===== src/rtl/dmem_arbiter_if.sv =====
// rtl/dmem_arbiter_if.sv - requester and data-memory bus bundle for dmem_arbiter
interface dmem_arbiter_if #(
    parameter int DATA_WIDTH = 64,
    parameter int ADDR_WIDTH = DATA_WIDTH,
    parameter int DATA_BYTES = DATA_WIDTH / 8
);
    logic                  p0_req;
    logic [ADDR_WIDTH-1:0] p0_addr;
    logic [DATA_WIDTH-1:0] p0_wdata;
    logic [DATA_BYTES-1:0] p0_wen;
    logic                  p0_gnt;
    logic                  p0_rvalid;
    logic [DATA_WIDTH-1:0] p0_rdata;

    logic                  p1_req;
    logic [ADDR_WIDTH-1:0] p1_addr;
    logic [DATA_WIDTH-1:0] p1_wdata;
    logic [DATA_BYTES-1:0] p1_wen;
    logic                  p1_gnt;
    logic                  p1_rvalid;
    logic [DATA_WIDTH-1:0] p1_rdata;

    logic [ADDR_WIDTH-1:0] mem_addr;
    logic [DATA_WIDTH-1:0] mem_wdata;
    logic [DATA_BYTES-1:0] mem_wen;
    logic [DATA_WIDTH-1:0] mem_rdata;

    modport slave (
        input  p0_req, p0_addr, p0_wdata, p0_wen,
        input  p1_req, p1_addr, p1_wdata, p1_wen,
        input  mem_rdata,
        output p0_gnt, p0_rvalid, p0_rdata,
        output p1_gnt, p1_rvalid, p1_rdata,
        output mem_addr, mem_wdata, mem_wen
    );

    modport master (
        output p0_req, p0_addr, p0_wdata, p0_wen,
        output p1_req, p1_addr, p1_wdata, p1_wen,
        output mem_rdata,
        input  p0_gnt, p0_rvalid, p0_rdata,
        input  p1_gnt, p1_rvalid, p1_rdata,
        input  mem_addr, mem_wdata, mem_wen
    );
endinterface


===== src/rtl/dmem_arbiter.sv =====
// rtl/dmem_arbiter.sv - two-port data-memory arbiter, fixed priority with aging or round-robin (DMEM_ARB_RR_EN)
// Grants one access per cycle combinationally; read data returns with a one-cycle rvalid pulse.
module dmem_arbiter #(
    parameter int DATA_WIDTH = 64,
    parameter int ADDR_WIDTH = DATA_WIDTH,
    parameter int DATA_BYTES = DATA_WIDTH / 8,
    parameter int MAX_WAIT   = 4
) (
    input logic          clk,
    input logic          rst,
    dmem_arbiter_if.slave bus
);
    typedef enum logic [1:0] {
        SEL_NONE = 2'd0,
        SEL_P0   = 2'd1,
        SEL_P1   = 2'd2
    } sel_e;

    sel_e w_sel;
    logic w_p0_gnt;
    logic w_p1_gnt;
    logic r_p0_rvalid;
    logic r_p1_rvalid;

`ifdef DMEM_ARB_RR_EN
    // Resets to "port 1 last" so the first tie after reset goes to port 0.
    logic r_last_p1;

    always_comb begin
        w_sel = SEL_NONE;
        if (rst) begin
            w_sel = SEL_NONE;
        end else if (bus.p0_req && bus.p1_req) begin
            w_sel = r_last_p1 ? SEL_P0 : SEL_P1;
        end else if (bus.p0_req) begin
            w_sel = SEL_P0;
        end else if (bus.p1_req) begin
            w_sel = SEL_P1;
        end
    end

    always_ff @(posedge clk) begin
        if (rst) begin
            r_last_p1 <= 1'b1;
        end else if (w_sel == SEL_P0) begin
            r_last_p1 <= 1'b0;
        end else if (w_sel == SEL_P1) begin
            r_last_p1 <= 1'b1;
        end
    end
`else
    localparam int WAIT_W = $clog2(MAX_WAIT + 1);

    logic [WAIT_W-1:0] r_wait_cnt;
    logic              w_aged;

    assign w_aged = (r_wait_cnt == WAIT_W'(MAX_WAIT));

    always_comb begin
        w_sel = SEL_NONE;
        if (rst) begin
            w_sel = SEL_NONE;
        end else if (bus.p0_req && bus.p1_req) begin
            w_sel = w_aged ? SEL_P1 : SEL_P0;
        end else if (bus.p0_req) begin
            w_sel = SEL_P0;
        end else if (bus.p1_req) begin
            w_sel = SEL_P1;
        end
    end

    // Counts consecutive denied port-1 cycles, saturating once port 1 is owed the grant.
    always_ff @(posedge clk) begin
        if (rst || !bus.p1_req || w_p1_gnt) begin
            r_wait_cnt <= '0;
        end else if (!w_aged) begin
            r_wait_cnt <= r_wait_cnt + 1'b1;
        end
    end
`endif

    assign w_p0_gnt = (w_sel == SEL_P0);
    assign w_p1_gnt = (w_sel == SEL_P1);

    assign bus.p0_gnt    = w_p0_gnt;
    assign bus.p1_gnt    = w_p1_gnt;
    assign bus.mem_addr  = w_p0_gnt ? bus.p0_addr  : (w_p1_gnt ? bus.p1_addr  : '0);
    assign bus.mem_wdata = w_p0_gnt ? bus.p0_wdata : (w_p1_gnt ? bus.p1_wdata : '0);
    assign bus.mem_wen   = w_p0_gnt ? bus.p0_wen   : (w_p1_gnt ? bus.p1_wen   : '0);

    always_ff @(posedge clk) begin
        if (rst) begin
            r_p0_rvalid <= 1'b0;
            r_p1_rvalid <= 1'b0;
        end else begin
            r_p0_rvalid <= w_p0_gnt && (bus.p0_wen == '0);
            r_p1_rvalid <= w_p1_gnt && (bus.p1_wen == '0);
        end
    end

    // Gating with rst also kills a pulse loaded on the edge just before reset rose.
    assign bus.p0_rvalid = r_p0_rvalid && !rst;
    assign bus.p1_rvalid = r_p1_rvalid && !rst;
    assign bus.p0_rdata  = bus.mem_rdata;
    assign bus.p1_rdata  = bus.mem_rdata;
endmodule


===== src/flat_wrapper.sv =====
// flat-port wrapper written by rule: the top's interface ports become plain ports
module dmem_arbiter_flat 
#(
    parameter int DATA_WIDTH = 64,
    parameter int ADDR_WIDTH = DATA_WIDTH,
    parameter int DATA_BYTES = DATA_WIDTH / 8,
    parameter int MAX_WAIT   = 4
)
  (clk, rst, bus_p0_req, bus_p0_addr, bus_p0_wdata, bus_p0_wen, bus_p1_req, bus_p1_addr, bus_p1_wdata, bus_p1_wen, bus_mem_rdata, bus_p0_gnt, bus_p0_rvalid, bus_p0_rdata, bus_p1_gnt, bus_p1_rvalid, bus_p1_rdata, bus_mem_addr, bus_mem_wdata, bus_mem_wen);
  dmem_arbiter_if #(.DATA_WIDTH(DATA_WIDTH), .ADDR_WIDTH(ADDR_WIDTH), .DATA_BYTES(DATA_BYTES)) bus_i ();
  input logic clk;
  input logic rst;
  input wire logic [$bits(bus_i.p0_req)-1:0] bus_p0_req;
  input wire logic [$bits(bus_i.p0_addr)-1:0] bus_p0_addr;
  input wire logic [$bits(bus_i.p0_wdata)-1:0] bus_p0_wdata;
  input wire logic [$bits(bus_i.p0_wen)-1:0] bus_p0_wen;
  input wire logic [$bits(bus_i.p1_req)-1:0] bus_p1_req;
  input wire logic [$bits(bus_i.p1_addr)-1:0] bus_p1_addr;
  input wire logic [$bits(bus_i.p1_wdata)-1:0] bus_p1_wdata;
  input wire logic [$bits(bus_i.p1_wen)-1:0] bus_p1_wen;
  input wire logic [$bits(bus_i.mem_rdata)-1:0] bus_mem_rdata;
  output wire logic [$bits(bus_i.p0_gnt)-1:0] bus_p0_gnt;
  output wire logic [$bits(bus_i.p0_rvalid)-1:0] bus_p0_rvalid;
  output wire logic [$bits(bus_i.p0_rdata)-1:0] bus_p0_rdata;
  output wire logic [$bits(bus_i.p1_gnt)-1:0] bus_p1_gnt;
  output wire logic [$bits(bus_i.p1_rvalid)-1:0] bus_p1_rvalid;
  output wire logic [$bits(bus_i.p1_rdata)-1:0] bus_p1_rdata;
  output wire logic [$bits(bus_i.mem_addr)-1:0] bus_mem_addr;
  output wire logic [$bits(bus_i.mem_wdata)-1:0] bus_mem_wdata;
  output wire logic [$bits(bus_i.mem_wen)-1:0] bus_mem_wen;
  assign bus_i.p0_req = bus_p0_req;
  assign bus_i.p0_addr = bus_p0_addr;
  assign bus_i.p0_wdata = bus_p0_wdata;
  assign bus_i.p0_wen = bus_p0_wen;
  assign bus_i.p1_req = bus_p1_req;
  assign bus_i.p1_addr = bus_p1_addr;
  assign bus_i.p1_wdata = bus_p1_wdata;
  assign bus_i.p1_wen = bus_p1_wen;
  assign bus_i.mem_rdata = bus_mem_rdata;
  assign bus_p0_gnt = bus_i.p0_gnt;
  assign bus_p0_rvalid = bus_i.p0_rvalid;
  assign bus_p0_rdata = bus_i.p0_rdata;
  assign bus_p1_gnt = bus_i.p1_gnt;
  assign bus_p1_rvalid = bus_i.p1_rvalid;
  assign bus_p1_rdata = bus_i.p1_rdata;
  assign bus_mem_addr = bus_i.mem_addr;
  assign bus_mem_wdata = bus_i.mem_wdata;
  assign bus_mem_wen = bus_i.mem_wen;
  dmem_arbiter #(.DATA_WIDTH(DATA_WIDTH), .ADDR_WIDTH(ADDR_WIDTH), .DATA_BYTES(DATA_BYTES), .MAX_WAIT(MAX_WAIT)) u_core (.clk(clk), .rst(rst), .bus(bus_i));
endmodule

===== config.mk =====
export PLATFORM = sky130hd
export DESIGN_NAME = dmem_arbiter_flat
export DESIGN_NICKNAME = d
export VERILOG_FILES = /design/src/rtl/dmem_arbiter_if.sv /design/src/rtl/dmem_arbiter.sv /design/src/flat_wrapper.sv
export SDC_FILE = /design/constraint.sdc
export NUM_CORES = 1
export LEC_CHECK = 0
export CAP_MARGIN = 20
export CORE_AREA = 5 5 231 233
export CTS_CLUSTER_SIZE = 14
export DETAILED_ROUTE_END_ITERATION = 6
export DIE_AREA = 0 0 236 238
export GPL_TIMING_DRIVEN = 0
export PLACE_DENSITY = 0.4
export SETUP_SLACK_MARGIN = 0.5
export SYNTH_ARGS = -nofsm -noshare
export SYNTH_HDL_FRONTEND = slang
export SYNTH_SLANG_ARGS = --single-unit

===== constraint.sdc =====
create_clock -name clk -period 3.9 [get_ports clk]
set_input_delay 0.78 -clock clk [delete_from_list [all_inputs] [get_ports clk]]
set_output_delay 0.78 -clock clk [all_outputs]
set_load 0.01 [all_outputs]

==> out/results.txt <==
The cell sitting at the root of the clock tree is a sky130_fd_sc_hd__clkbuf_16. The critical setup path kind was primary input to output port. Timing would allow up to 300.9 MHz.

The first detailed-routing pass took 5 iterations. The adder and majority gate portion of the synthesized area works out to 0.005448. The xor and xnor area share after synthesis was 0; the proportion of layout cells with a drive suffix above 1 was 0.1697.

The global-route wire length before repair is 55590 um. The run gives 2.54 ns as the arrival time at the worst endpoint. The total power came out at 1.383 mW.

The cell type with the largest total area after synthesis was sky130_fd_sc_hd__nand3b_1. Cell internal power was estimated by the tool at 902.8 uW. The wire-length estimate of the detail-placed layout is 33770 um. After synthesis, the largest family of logic cells by area is simple AND/OR/NAND/NOR gates. The startpoint identified for the worst register-to-register timing path is u_core.r_wait_cnt[0]. The power density over cell area was 124.4 nW/um^2; the number of nets with antenna violations after detailed routing was 0. TritonCTS built the clock tree. The largest fanout on the critical path is 10. In this run the worst hold path is classified as flop to flop. The count of different cell masters after synthesis was 18. STA classifies the critical path endpoint as an output port. The power spent charging and discharging nets was 479.7 uW. The mux cell area share after synthesis was 0; the sequential element share of the synthesized area was 0.02179.

The final net count is 1545, and the average detailed-routed wire length per instance is 21.29 um. The pin slew with the least headroom to its limit works out to 0.5775 ns. Power share of the clock group: 0.127. Across all setup checks in the final design, the least slack found is 0.5761 ns. The switching share of total power works out to 0.3470.

Gates resized during post-CTS repair numbered 60. For this design the static power due to leakage is 3.864 nW. The start point of the critical path is bus_p1_req. The run gives 4 as the initial antenna violation count.

The H-tree depth came out at 1. Counting the buffers created by CTS gives 3. The run finished with clean final reports. The clock passes through at most 2 buffers.

STA classifies the critical path startpoint as a primary input. Between clock sinks in the finished design, the worst skew comes to 0.006712 ns. The worst setup slack before clock tree synthesis is -0.2903 ns. The pin count of the biggest net entering global routing was 11; the combined area of all synthesized cells was 4593 um^2. Setup repair after global routing could not meet its margin everywhere.

The run gives 0 as the max-cap check violation count. The minimum period implied by the final worst setup slack was 3.324 ns; the largest vdd supply drop was 0.08281 mV. The area share of the largest cell type after synthesis came out at 0.4462. The first routing iteration left 229 violations. The area growth from synthesis to layout is 142.0%. At the end of routability-driven placement, the weighted congestion stood at 0.7922. In this run the count of I/O pins placed on the die edge is 608. The die is 236 um wide. The tools report the part of the total power dissipated in sequential elements as 0.038. The final-report setup violation count is 0, and the mean instance size in the synthesized netlist is 7.002 um^2. The core region area was 50990 um^2; the residual DRC count was 0. In the final timing run, aggregate negative setup slack is 0 ns. Worst slack on hold paths: 0.4464 ns.

The part of the cycle the worst path needs works out to 0.8523. Ranked by total cell area, the synthesized netlist is headed by sky130_fd_sc_hd__nand3b_1 45%, sky130_fd_sc_hd__buf_4 23%, sky130_fd_sc_hd__o22ai_1 19%. Area of the die: 56170 um^2.

The post-synthesis compound-gate area fraction is 0.1920. The run gives 0.835 as the relative contribution of combinational cells to total power. Origin of the worst min-delay path: u_core.r_wait_cnt[0].

After filler insertion, the fill cell instance count of the layout stands at 5755. After clock tree synthesis, the clock-pin slew on the worst setup and hold paths is 0.04 ns. The initial core utilization was 0.09008. After detailed routing, the total wire length is 40090 um. The total global routing track utilization came out at 0.1294. The final global-route overflow total was 0; the number of max-slew violations in the final report was 0. Leaving out fill and tap cells, the most frequent cell in the layout is sky130_fd_sc_hd__clkdlybuf4s50_1.

For the count of synthesis-stage warnings from yosys, the log shows 0. The run gives 998 as the net count after synthesis. The run gives 7727 as the number of global-route vias before repair. The required time reported for the critical path endpoint was 3.12 ns; the count of port buffers added during placement was 542.

The logs give 0.2179 for the final core utilization and 0.6150 for the worst slew margin relative to its limit. Synthesis-stage register bit count: 5. After floorplanning, the core was divided into 83 placement rows. The top cell types in the final layout, fill and taps aside, are 530 x sky130_fd_sc_hd__clkdlybuf4s50_1, 273 x sky130_fd_sc_hd__nand3b_1, 166 x sky130_fd_sc_hd__buf_4, 132 x sky130_fd_sc_hd__o22ai_1, 26 x sky130_fd_sc_hd__clkbuf_1. The run gives 0 as the number of hold violations in the final report.

The number of setup buffers added after CTS is 0. The clock drives 5 sinks. The post-synthesis share of cell area spent on and, or, nand and nor gates was 0.4710.

After detailed routing, the number of vias per cell comes to 3.847. Clock insertion delay at the later pin of the skew report: 0.23 ns. Counting every instance in the synthesized netlist gives 656.

For this design, the CTS-stage hold fixing added 0 buffers. The tools report the via total after detailed routing as 7243. The die is 238 um tall.
[power by group through the flow]
stage	clock, mW	sequential [mW]	combinational (mW)
2_1_floorplan	0	0.0531	0.426
3_3_place_gp	0	0.0531	1.16
3_5_place_dp	0	0.0532	1.16
4_1_cts	0.178	0.0523	1.18
5_1_grt	0.185	0.0523	1.23
6_report	0.176	0.0523	1.15
[metal layers]
metal	track usage	vias to the layer above	part of all wire
met2	0.2438	395	0.51
met5	0	-	0.00085
li1	-	3421	-
met3	0.04380	22	0.093
met1	0.1453	3401	0.38
met4	0.01654	4	0.014
[cell type report]
type | instances | area [um^2] | share of cell area
multi-input cells | 430 | 3103 | 0.2792
flip-flops and latches | 5 | 100.1 | 0.009007
plain buffers | 218 | 1548 | 0.1393
inverters | 3 | 11.26 | 0.001013
clock inverters | 1 | 5.005 | 0.0004503
diodes | 1 | 2.502 | 0.0002252
well taps | 680 | 850.8 | 0.07656
repair buffers | 542 | 5418 | 0.4875
clock buffers | 3 | 75.07 | 0.006755
[cell usage after synthesis]
cell type,instances
sky130_fd_sc_hd__nand3b_1,273
sky130_fd_sc_hd__buf_4,142
sky130_fd_sc_hd__o22ai_1,136
sky130_fd_sc_hd__buf_2,48
sky130_fd_sc_hd__clkbuf_1,28
sky130_fd_sc_hd__dfxtp_1,5
sky130_fd_sc_hd__or4_1,4
sky130_fd_sc_hd__inv_1,3
sky130_fd_sc_hd__nand2b_1,3
sky130_fd_sc_hd__a211oi_1,2
sky130_fd_sc_hd__ha_1,2
sky130_fd_sc_hd__nor2_1,2
sky130_fd_sc_hd__nor2b_1,2
sky130_fd_sc_hd__nor4_2,2
sky130_fd_sc_hd__a21boi_2,1
sky130_fd_sc_hd__a21oi_1,1
sky130_fd_sc_hd__and3_4,1
sky130_fd_sc_hd__or3b_1,1
[sequential cells by signal, indices dropped and copies added (netlist names)]
| signal | cells |
|---|---|
| u_core.r_wait_cnt | 3 |
| u_core.r_p0_rvalid | 1 |
| u_core.r_p1_rvalid | 1 |
[critical path, stage by stage]
cell                              delay, ns
sky130_fd_sc_hd__dlygate4sd2_1         0.32
sky130_fd_sc_hd__and3_4                0.22
sky130_fd_sc_hd__buf_4                 0.19
sky130_fd_sc_hd__buf_4                 0.19
sky130_fd_sc_hd__o22ai_1               0.25
sky130_fd_sc_hd__clkdlybuf4s50_1       0.59
[worst paths after layout]
path,endpoint,slack [ns],cells after the start
hold / removal,u_core.r_wait_cnt[0],0.45,1
hold reg to reg,u_core.r_wait_cnt[0],0.45,1
setup / recovery,bus_mem_addr[34],0.58,6
setup reg to reg,u_core.r_p0_rvalid,2.41,5
[cells by family (layout without fill, tap and decap cells)]
kind of cell | Yosys count | count (layout)
flip-flops | 5 | 5
other | 0 | 1
adder cells (fa/ha/maj) | 2 | 2
buffers and inverters | 221 | 767
AO/OA/AOI/OAI | 140 | 140
AND/OR/NAND/NOR | 288 | 288
[through the flow]
stage | cells | area, um^2
floorplan | 656 | 4593
global placement | 1878 | 10870
detailed placement | 1878 | 10870
CTS | 1882 | 11090
global route | 1882 | 11110
finish | 1883 | 11110
Note: power is estimated with default switching activity, not from simulation.
